<file path="config.mk">
export PLATFORM = sky130hd
export DESIGN_NAME = uart_dump_ctrl
export DESIGN_NICKNAME = d
export VERILOG_FILES = /design/src/rtl/uart_dump_pkg.sv /design/src/rtl/uart_dump_ctrl_ser.sv /design/src/rtl/uart_dump_ctrl.sv
export SDC_FILE = /design/constraint.sdc
export NUM_CORES = 1
export LEC_CHECK = 0
export BUFFER_PORTS_ARGS = -buffer_cell sky130_fd_sc_hd__buf_4
export CELL_PAD_IN_SITES_DETAIL_PLACEMENT = 0
export CELL_PAD_IN_SITES_GLOBAL_PLACEMENT = 1
export CORE_MARGIN = 3
export CORE_UTILIZATION = 45
export DETAILED_ROUTE_END_ITERATION = 6
export GPL_TIMING_DRIVEN = 0
export HOLD_SLACK_MARGIN = 0.05
export PLACE_DENSITY_LB_ADDON = 0.1
export SYNTH_ARGS = -nofsm -noshare
export SYNTH_HDL_FRONTEND = slang
export SYNTH_HIERARCHICAL = 1
export SYNTH_SLANG_ARGS = --single-unit
</file>
<file path="constraint.sdc">
create_clock -name clk -period 4.36 [get_ports clk]
set_input_delay 0.872 -clock clk [delete_from_list [all_inputs] [get_ports clk]]
set_output_delay 0.872 -clock clk [all_outputs]
set_load 0.03 [all_outputs]
</file>
<file path="src/rtl/uart_dump_pkg.sv">
// uart_dump_pkg: state encoding and byte-lane helpers shared by the dump sequencer
package uart_dump_pkg;
   localparam logic [2:0] ST_IDLE    = 3'd0;
   localparam logic [2:0] ST_RD_WAIT = 3'd1;
   localparam logic [2:0] ST_SEND    = 3'd2;
   localparam logic [2:0] ST_WAIT_TX = 3'd3;
   localparam logic [2:0] ST_NEXT    = 3'd4;
   function automatic int bytes_of(input int data_w);
      return data_w / 8;
   endfunction
   // Maps the send-order index onto the physical byte lane of the word
   function automatic int byte_lane(input int idx, input int nbytes, input bit lsb_first);
      return lsb_first ? idx : nbytes - 1 - idx;
   endfunction
endpackage

</file>
<file path="src/rtl/uart_dump_ctrl_ser.sv">
// dump_byte_ser: holds the fetched word and steps through its bytes in send order
module dump_byte_ser
   import uart_dump_pkg::*;
#(
   parameter int DATA_W    = 64,
   parameter bit LSB_FIRST = 1'b1
) (
   input  logic              clk,
   input  logic              rst,
   input  logic              load,
   input  logic              clr,
   input  logic              adv,
   input  logic [DATA_W-1:0] word_in,
   output logic [7:0]        byte_out,
   output logic              last
);
   localparam int BYTES = bytes_of(DATA_W);
   localparam int IW    = BYTES > 1 ? $clog2(BYTES) : 1;
   logic [DATA_W-1:0] word_q, word_d;
   logic [IW-1:0]     idx_q, idx_d;
   always_comb begin
      word_d = load ? word_in : word_q;
      idx_d  = clr ? '0 : adv ? idx_q + IW'(1) : idx_q;
   end
   always_ff @(posedge clk) begin
      if (rst) begin
         word_q <= '0;
         idx_q  <= '0;
      end else begin
         word_q <= word_d;
         idx_q  <= idx_d;
      end
   end
   assign byte_out = word_q[8*byte_lane(int'(idx_q), BYTES, LSB_FIRST) +: 8];
   assign last     = int'(idx_q) == BYTES - 1;
endmodule

</file>
<file path="src/rtl/uart_dump_ctrl.sv">
// uart_dump_ctrl: reads a memory window and feeds it to a UART transmitter one byte per handshake
module uart_dump_ctrl
   import uart_dump_pkg::*;
#(
   parameter int DATA_W     = 64,
   parameter int ADDR_W     = 16,
   parameter int START_ADDR = 8,
   parameter int END_ADDR   = 11,
   parameter int MEM_LAT    = 1,
   parameter bit LSB_FIRST  = 1'b1
) (
   input  logic              clk,
   input  logic              rst,
   input  logic              start,
   input  logic              abort,
   input  logic [DATA_W-1:0] mem_rdata,
   output logic              mem_rd,
   output logic [ADDR_W-1:0] mem_addr,
   input  logic              tx_done,
   output logic              tx_en,
   output logic [7:0]        tx_data,
   output logic              busy,
   output logic              done,
   output logic              aborted,
   output logic [ADDR_W+3:0] byte_cnt
);
   localparam int CW = ADDR_W + 4;
   if (DATA_W % 8 != 0 || DATA_W < 8) begin : g_bad_data_w
      $error("DATA_W must be a multiple of 8 and at least 8");
   end
   if (END_ADDR < START_ADDR) begin : g_bad_window
      $error("END_ADDR must not be below START_ADDR");
   end
   if (MEM_LAT < 1 || MEM_LAT > 7) begin : g_bad_lat
      $error("MEM_LAT must be in 1..7");
   end
   logic [2:0]        st_q, st_d, lat_q, lat_d;
   logic              start_q, mem_rd_q, mem_rd_d, tx_en_q, tx_en_d, busy_q, busy_d;
   logic              done_q, done_d, aborted_q, aborted_d, pend_q, pend_d;
   logic [ADDR_W-1:0] addr_q, addr_d;
   logic [7:0]        tx_data_q, tx_data_d, ser_byte;
   logic [CW-1:0]     cnt_q, cnt_d;
   logic              load, clr, adv, last, ab_exit;
   dump_byte_ser #(.DATA_W(DATA_W), .LSB_FIRST(LSB_FIRST)) u_ser (
      .clk(clk), .rst(rst), .load(load), .clr(clr), .adv(adv),
      .word_in(mem_rdata), .byte_out(ser_byte), .last(last)
   );
   always_comb begin
      st_d = st_q;
      lat_d = lat_q;
      mem_rd_d = 1'b0;
      addr_d = addr_q;
      tx_en_d = tx_en_q;
      tx_data_d = tx_data_q;
      busy_d = busy_q;
      done_d = 1'b0;
      aborted_d = 1'b0;
      cnt_d = cnt_q;
      pend_d = pend_q;
      load = 1'b0;
      clr = 1'b0;
      adv = 1'b0;
      ab_exit = 1'b0;
      case (st_q)
         ST_IDLE: if (start && !start_q && !abort) begin
            addr_d = ADDR_W'(START_ADDR);
            mem_rd_d = 1'b1;
            busy_d = 1'b1;
            cnt_d = '0;
            clr = 1'b1;
            lat_d = '0;
            pend_d = 1'b0;
            st_d = ST_RD_WAIT;
         end
         ST_RD_WAIT: if (abort) ab_exit = 1'b1;
            else if (lat_q == 3'(MEM_LAT - 1)) begin
               load = 1'b1;
               st_d = ST_SEND;
            end else lat_d = lat_q + 3'd1;
         ST_SEND: if (abort) ab_exit = 1'b1;
            else begin
               tx_data_d = ser_byte;
               tx_en_d = 1'b1;
               st_d = ST_WAIT_TX;
            end
         // An abort here is remembered so the byte on the wire is never cut short
         ST_WAIT_TX: begin
            pend_d = pend_q | abort;
            if (tx_done) begin
               tx_en_d = 1'b0;
               cnt_d = cnt_q + CW'(1);
               if (abort || pend_q) ab_exit = 1'b1;
               else if (last) st_d = ST_NEXT;
               else begin
                  adv = 1'b1;
                  st_d = ST_SEND;
               end
            end
         end
         ST_NEXT: if (abort) ab_exit = 1'b1;
            else if (addr_q == ADDR_W'(END_ADDR)) begin
               done_d = 1'b1;
               busy_d = 1'b0;
               st_d = ST_IDLE;
            end else begin
               addr_d = addr_q + ADDR_W'(1);
               clr = 1'b1;
               mem_rd_d = 1'b1;
               lat_d = '0;
               st_d = ST_RD_WAIT;
            end
         default: st_d = ST_IDLE;
      endcase
      if (ab_exit) begin
         st_d = ST_IDLE;
         tx_en_d = 1'b0;
         busy_d = 1'b0;
         aborted_d = 1'b1;
         pend_d = 1'b0;
      end
   end
   always_ff @(posedge clk) begin
      if (rst) begin
         st_q <= ST_IDLE;
         lat_q <= '0;
         start_q <= 1'b0;
         mem_rd_q <= 1'b0;
         addr_q <= '0;
         tx_en_q <= 1'b0;
         tx_data_q <= '0;
         busy_q <= 1'b0;
         done_q <= 1'b0;
         aborted_q <= 1'b0;
         cnt_q <= '0;
         pend_q <= 1'b0;
      end else begin
         st_q <= st_d;
         lat_q <= lat_d;
         start_q <= start;
         mem_rd_q <= mem_rd_d;
         addr_q <= addr_d;
         tx_en_q <= tx_en_d;
         tx_data_q <= tx_data_d;
         busy_q <= busy_d;
         done_q <= done_d;
         aborted_q <= aborted_d;
         cnt_q <= cnt_d;
         pend_q <= pend_d;
      end
   end
   assign mem_rd   = mem_rd_q;
   assign mem_addr = addr_q;
   assign tx_en    = tx_en_q;
   assign tx_data  = tx_data_q;
   assign busy     = busy_q;
   assign done     = done_q;
   assign aborted  = aborted_q;
   assign byte_cnt = cnt_q;
endmodule
</file>
==> summary.txt, run 1 <==
status = complete, no violations
sequential area share after synthesis = 43.6%
Final nets = 793
Worst Slack Setup Final = 2.10 ns
1st-iter DRT viols = 214
slowest stage cell, crit path = nor4_1
cell family with most CP delay = simple AND/OR/NAND/NOR gates
Post-synth EDFFs = 0
clock share of power = 49.2%
synth top area cells = dfxtp_1 44%, mux2i_1 12%, mux4_1 7.4%
share of cells above drive strength 1 = 25.5%
final instance area = 0.00732 sq mm
RR Endpoint = u_ser/idx_q[1]
yosys warns = 6
worst-path cell chain = buf_2 -> nand4b_1 -> nor4_1 -> mux2i_1 -> nor3_1
CTS Root Cell = clkbuf_16
Mapped Cells = 582
Initial Util = 46.6%
switching share of power = 22.1%
drt total wl = 14.5 mm
first-pass GRT wire length = 23.4 mm
Fin Hold WS = 0.452 ns
reg-to-reg critical path startpoint = st_q[1]
Synth Area in XOR/XNOR = 2.77%
mux share of post-synthesis cell area = 20.9%
Switch Pwr = 581 uW
port buffer count = 117
# IOs = 118
Core ar. = 0.0122 sq mm
hpwl dp = 10.5 mm
clock buffer depth = 2
Top Usage Layer GRT = met2
Post-DP Area = 0.00678 sq mm
postcts setup bufs = 0
cts repair resizes = 0
RD Place Congestion = 0.836
Mapped Avg Cell Area = 9.78 sq um
crit-path max cell delay = 0.72 ns
FF+latch count, synth = 124
Hold Path Cell Cnt = 2
HP Start = tx_data[7]
logic gate share of total power = 6.6%
CP max FO = 10
Worst Max-Slew Pin Slew = 0.841 ns
fin crit share = 51.8%
largest family of logic cells by synthesized area = multiplexers
Hold Crit Endpoint = tx_data[7]
P&R area growth vs syn = 28.6%
Hold Vio Cnt, Final = 0
Synth top cells by count = 124 x dfxtp_1, 104 x nor2_1, 68 x mux2i_1, 35 x nand2_1, 26 x a21oi_1
most frequent cell after synthesis = dfxtp_1
Crit Path Category = reg -> reg
met1 Usage GRT = 25.0%
dominant synthesized flop cell = dfxtp_1
maximum VDD drop = 0.236 mV
worst path required time = 4.64 ns
antenna viol nets, final = 0
Adder-Cell Fraction of Synth Area = 1.32%
WP buf/inv = 1
Clk pin slew, worst setup/hold paths = 0.05 ns
met3 Use GR = 5.07%
antenna violations before repair = 0
relative slew slack = 43.8%
Setup WS pre-CTS = 1.78 ns
Fmax achieved = 443 MHz
ys async rst share = 0%
Die Wd = 118 um
WL/cell = 16.1 um
Antenna diodes = 0
synthesized area = 0.00569 sq mm
leading area contributor after synthesis = dfxtp_1
syn nets = 657
R2R Setup Slk = 2.10 ns
pin count of the biggest net entering global routing = 17
Clk Latency, worst-skew pair = 0.42 ns
# rows = 40
DRT Pass-1 Iters = 4
# hold bufs at CTS = 0
internal power = 2050 uW
critical path endpoint category = register
max-slew violations = 0
number of remaining DRC errors = 0
clk_skew = 0.00808 ns
CTS Buf Count = 17
Tmin final = 2.26 ns
RSZ-0062 raised after global routing = false
met2 Track Usage GR = 36.0%
Yosys top cell area share = 43.6%
Vias/cell = 5.30
GRT Overall Usage = 20.9%
final setup fails = 0
Tot Pwr = 2630 uW
TritonCTS clock tree = done
Pleak = 0.00291 uW
HP Class = reg -> reg
Max Cap Viol = 0
sequential share of power = 44.2%
Vias = 4745
setup TNS = 0 ns
Die Y = 118 um
H-tree depth = 4
post-synthesis compound-gate area fraction = 7.96%
vias in the first global route = 4657
crit path launch type = register
GR Overflow Total = 0
Netlist cell types = 60
R2R cell count = 5
pwr dens = 359 mW/mm^2
CTS sink cnt = 124
critical path arrival = 2.54 ns
Die ar. = 0.0140 sq mm
Simple-Gate Fraction of Synth Area = 19.9%
==> flip-flops by register name (all words and copies together), names as in the netlist, 3 cells and up <==
signal        cells
lat_q             3
mem_addr         16
byte_cnt         20
u_ser/idx_q       3
tx_data           8
u_ser/word_q     64
st_q              3
==> cell families after synthesis <==
family,Yosys count
AND/OR/NAND/NOR,232
XOR/XNOR,18
flip-flops,124
buffers and inverters,40
multiplexers,92
adder cells (fa/ha/maj),6
AO/OA/AOI/OAI,70
==> power by group through the flow <==
stage               clock network (uW)  registers (uW)  logic [uW]
finish                            1290            1160         174
global route                      1370            1160         189
CTS                               1320            1160         175
detailed placement                   0            1190         174
global placement                     0            1190         171
floorplan                            0            1190        89.6
==> per-layer routing <==
layer | up-vias | share of wire (%)
met2 | 121 | 50
li1 | 2366 | -
met1 | 2238 | 44
met3 | 20 | 4.8
met5 | - | 0
met4 | 0 | 1.9
==> worst max path at each step <==
stage,startpoint,endpoint,slack [ns],depth (start not counted)
finish,st_q[1],u_ser/idx_q[1],2.10,5
global route,st_q[0],u_ser/idx_q[2],1.95,6
CTS,st_q[1],u_ser/idx_q[1],2.07,5
detailed placement,abort,u_ser/word_q[28],1.78,7
global placement,abort,u_ser/word_q[13],1.83,7
floorplan,abort,u_ser/word_q[0],2.26,6
==> worst min-delay path: cells and delay by family, from the launching register on <==
kind	cells	cell delay, ns
flip-flops	1	0.30
AO/OA/AOI/OAI	1	0.05
AND/OR/NAND/NOR	1	0.05
==> per-stage QoR <==
step,cells,utilization (%)
6_report,896,59.9
5_1_grt,896,59.9
4_1_cts,896,59.9
3_5_place_dp,867,55.5
3_3_place_gp,867,55.5
2_1_floorplan,582,-
==> placed cells by master (no fill, tap or decap), types with 7 or more instances in the layout <==
cell | Yosys | layout
dfxtp_1 | 124 | 124
buf_4 | 0 | 117
nor2_1 | 104 | 104
mux2i_1 | 68 | 68
nand2_1 | 35 | 35
a21oi_1 | 26 | 26
nand3_1 | 19 | 19
clkbuf_16 | 0 | 17
buf_2 | 16 | 16
nor3_1 | 16 | 16
mux4_1 | 16 | 16
nand4_1 | 13 | 13
clkbuf_1 | 11 | 12
xor2_1 | 11 | 11
o21ai_0 | 10 | 10
o21ai_1 | 10 | 10
mux2_2 | 8 | 8
inv_1 | 7 | 7
xnor2_1 | 7 | 7
and3_1 | 7 | 7
==> layout make-up <==
type	count	area, sq um
flip-flops and latches	124	2480
repair buffers	117	878
inverters	7	26.3
fillers	1128	4890
clock inverters	8	70.1
plain buffers	33	176
well taps	168	210
multi-input cells	418	3010
clock buffers	21	470
Note: power is estimated with default switching activity, not from simulation.
==> run 2: changes to the inputs <==
Settings changed: CORE_UTILIZATION 45 to 42.
Clock period 4.36 ns to 2.35 ns, I/O delays scaled along.
==> summary.txt, run 2 (synthesized netlist as in run 1, its figures left out) <==
clk_skew = 0.00724 ns (was 0.00808 ns)
drt total wl = 14.3 mm (was 14.5 mm)
Largest Register = u_ser/word_q (unchanged)
number of remaining DRC errors = 0 (unchanged)
RR Endpoint = u_ser/word_q[18] (was u_ser/idx_q[1])
pin count of the biggest net entering global routing = 17 (unchanged)
Worst Max-Slew Pin Slew = 0.869 ns (was 0.841 ns)
vias in the first global route = 4579 (was 4657)
Vias = 4730 (was 4745)
most common cell after layout, fill and taps aside = dfxtp_1 (unchanged)
worst path required time = 2.63 ns (was 4.64 ns)
Pleak = 0.00290 uW (was 0.00291 uW)
relative slew slack = 41.9% (was 43.8%)
R2R cell count = 8 (was 5)
postcts setup bufs = 0 (unchanged)
Fmax achieved = 470 MHz (was 443 MHz)
maximum VDD drop = 0.555 mV (was 0.236 mV)
# rows = 41 (was 40)
Hold Crit Endpoint = u_ser/word_q[11] (was tx_data[7])
max-slew violations = 0 (unchanged)
Die ar. = 0.0150 sq mm (was 0.0140 sq mm)
Final nets = 793 (unchanged)
Vias/cell = 5.24 (was 5.30)
Initial Util = 44.0% (was 46.6%)
clock share of power = 48.0% (was 49.2%)
Max Cap Viol = 0 (unchanged)
Hold Vio Cnt, Final = 0 (unchanged)
1st-iter DRT viols = 294 (was 214)
CTS Root Cell = clkbuf_16 (unchanged)
share of cells above drive strength 1 = 25.7% (was 25.5%)
antenna violations before repair = 0 (unchanged)
sequential share of power = 45.2% (was 44.2%)
Switch Pwr = 1110 uW (was 581 uW)
post-layout util = 56.6% (was 59.9%)
Hold Path Cell Cnt = 3 (was 2)
RSZ-0062 raised after global routing = false (unchanged)
antenna viol nets, final = 0 (unchanged)
Die Y = 122 um (was 118 um)
first-pass GRT wire length = 22.9 mm (was 23.4 mm)
port buffer count = 117 (unchanged)
Core ar. = 0.0129 sq mm (was 0.0122 sq mm)
GRT Overall Usage = 19.6% (was 20.9%)
critical path endpoint category = register (unchanged)
Largest register FFs = 64 (unchanged)
most frequent cells in the layout = 124 x dfxtp_1, 117 x buf_4, 104 x nor2_1 (unchanged)
final setup fails = 0 (unchanged)
internal power = 3660 uW (was 2050 uW)
Tmin final = 2.13 ns (was 2.26 ns)
# IOs = 118 (unchanged)
CTS Buf Count = 17 (unchanged)
Clk Latency, worst-skew pair = 0.41 ns (was 0.42 ns)
critical path arrival = 2.40 ns (was 2.54 ns)
Top Usage Layer GRT = met2 (unchanged)
GR Overflow Total = 0 (unchanged)
Antenna diodes = 0 (unchanged)
HP Class = in -> reg (was reg -> reg)
RD Place Congestion = 0.846 (was 0.836)
Die Wd = 122 um (was 118 um)
H-tree depth = 4 (unchanged)
Crit Path Category = reg -> reg (unchanged)
WL/cell = 15.9 um (was 16.1 um)
met2 Track Usage GR = 33.1% (was 36.0%)
crit path launch type = register (unchanged)
final instance area = 0.00731 sq mm (was 0.00732 sq mm)
CP max FO = 10 (unchanged)
DRT Pass-1 Iters = 5 (was 4)
status = complete, no violations (unchanged)
pwr dens = 651 mW/mm^2 (was 359 mW/mm^2)
met1 Usage GRT = 24.1% (was 25.0%)
fin crit share = 90.6% (was 51.8%)
setup TNS = 0 ns (unchanged)
met3 Use GR = 5.67% (was 5.07%)
Clk pin slew, worst setup/hold paths = 0.05 ns (about the same)
CTS sink cnt = 124 (unchanged)
TritonCTS clock tree = done (unchanged)
Post-DP Area = 0.00679 sq mm (was 0.00678 sq mm)
HP Start = mem_rdata[11] (was tx_data[7])
hpwl dp = 10.5 mm (about the same)
logic gate share of total power = 6.7% (was 6.6%)
clock buffer depth = 2 (unchanged)
R2R Setup Slk = 0.22 ns (was 2.10 ns)
Fin Hold WS = 0.291 ns (was 0.452 ns)
P&R area growth vs syn = 28.5% (was 28.6%)
reg-to-reg critical path startpoint = st_q[0] (was st_q[1])
switching share of power = 23.2% (was 22.1%)
run 2: cell count changes in the layout (fill, tap and decap cells not counted), sizes merged:
cell,before,now
clkinv,5,7
clkinvlp,2,4
bufinv,1,0
run 2: how the worst max path moves through the flow:
stage                           start                to  slack, ns  cells past startpoint
after floorplan           mem_addr[0]      mem_addr[15]       0.38                      7
after global placement        st_q[0]    u_ser/idx_q[2]       0.10                      6
after detailed placement      st_q[1]    u_ser/idx_q[2]       0.03                      5
after CTS                     st_q[1]    u_ser/idx_q[2]       0.03                      5
after global routing      mem_addr[0]       mem_addr[3]       0.07                      7
final                         st_q[0]  u_ser/word_q[18]       0.22                      8
run 2: final cells by class:
cell class | count | area (sq um)
plain buffers | 33 | 176
fillers | 1185 | 5610
clock buffers | 21 | 450
inverters | 7 | 26.3
multi-input cells | 418 | 3010
repair buffers | 117 | 878
well taps | 172 | 215
clock inverters | 11 | 72.6
flip-flops and latches | 124 | 2480
run 2: per-layer routing:
metal | part of all wire, % | wire, um | vias up
li1 | - | - | 2375
met1 | 45 | 6390 | 2224
met2 | 49 | 7020 | 120
met3 | 5.3 | 754 | 11
met4 | 1.1 | 151 | 0
met5 | 0 | 0 | -
run 2: power by group through the flow:
stage | registers (uW) | logic, uW | clock network [uW]
2_1_floorplan | 2200 | 166 | 0
6_report | 2150 | 321 | 2290
3_3_place_gp | 2200 | 318 | 0
5_1_grt | 2160 | 352 | 2430
3_5_place_dp | 2200 | 322 | 0
4_1_cts | 2150 | 323 | 2340
run 2: timing repair:
| item | CTS | global route |
|---|---|---|
| setup endpoints to repair | 0 | 3 |
| hold buffers | 0 | 0 |
| resized for setup | 0 | 1 |
run 2: critical path, stage by stage, from the launching register on:
cell and delay, ns:
dfxtp_1 0.30, buf_2 0.19, buf_2 0.24, nand2_1 0.16
nor3_1 0.16, buf_2 0.27, buf_2 0.36, mux2i_1 0.25
nor2_1 0.06
run 2: through the flow:
step	setup WS [ns]	std cells	power, uW
floorplan	0.382	582	2370
global placement	0.102	871	2520
detailed placement	0.0349	871	2520
CTS	0.0269	903	4820
global route	0.0675	903	4940
finish	0.220	903	4760
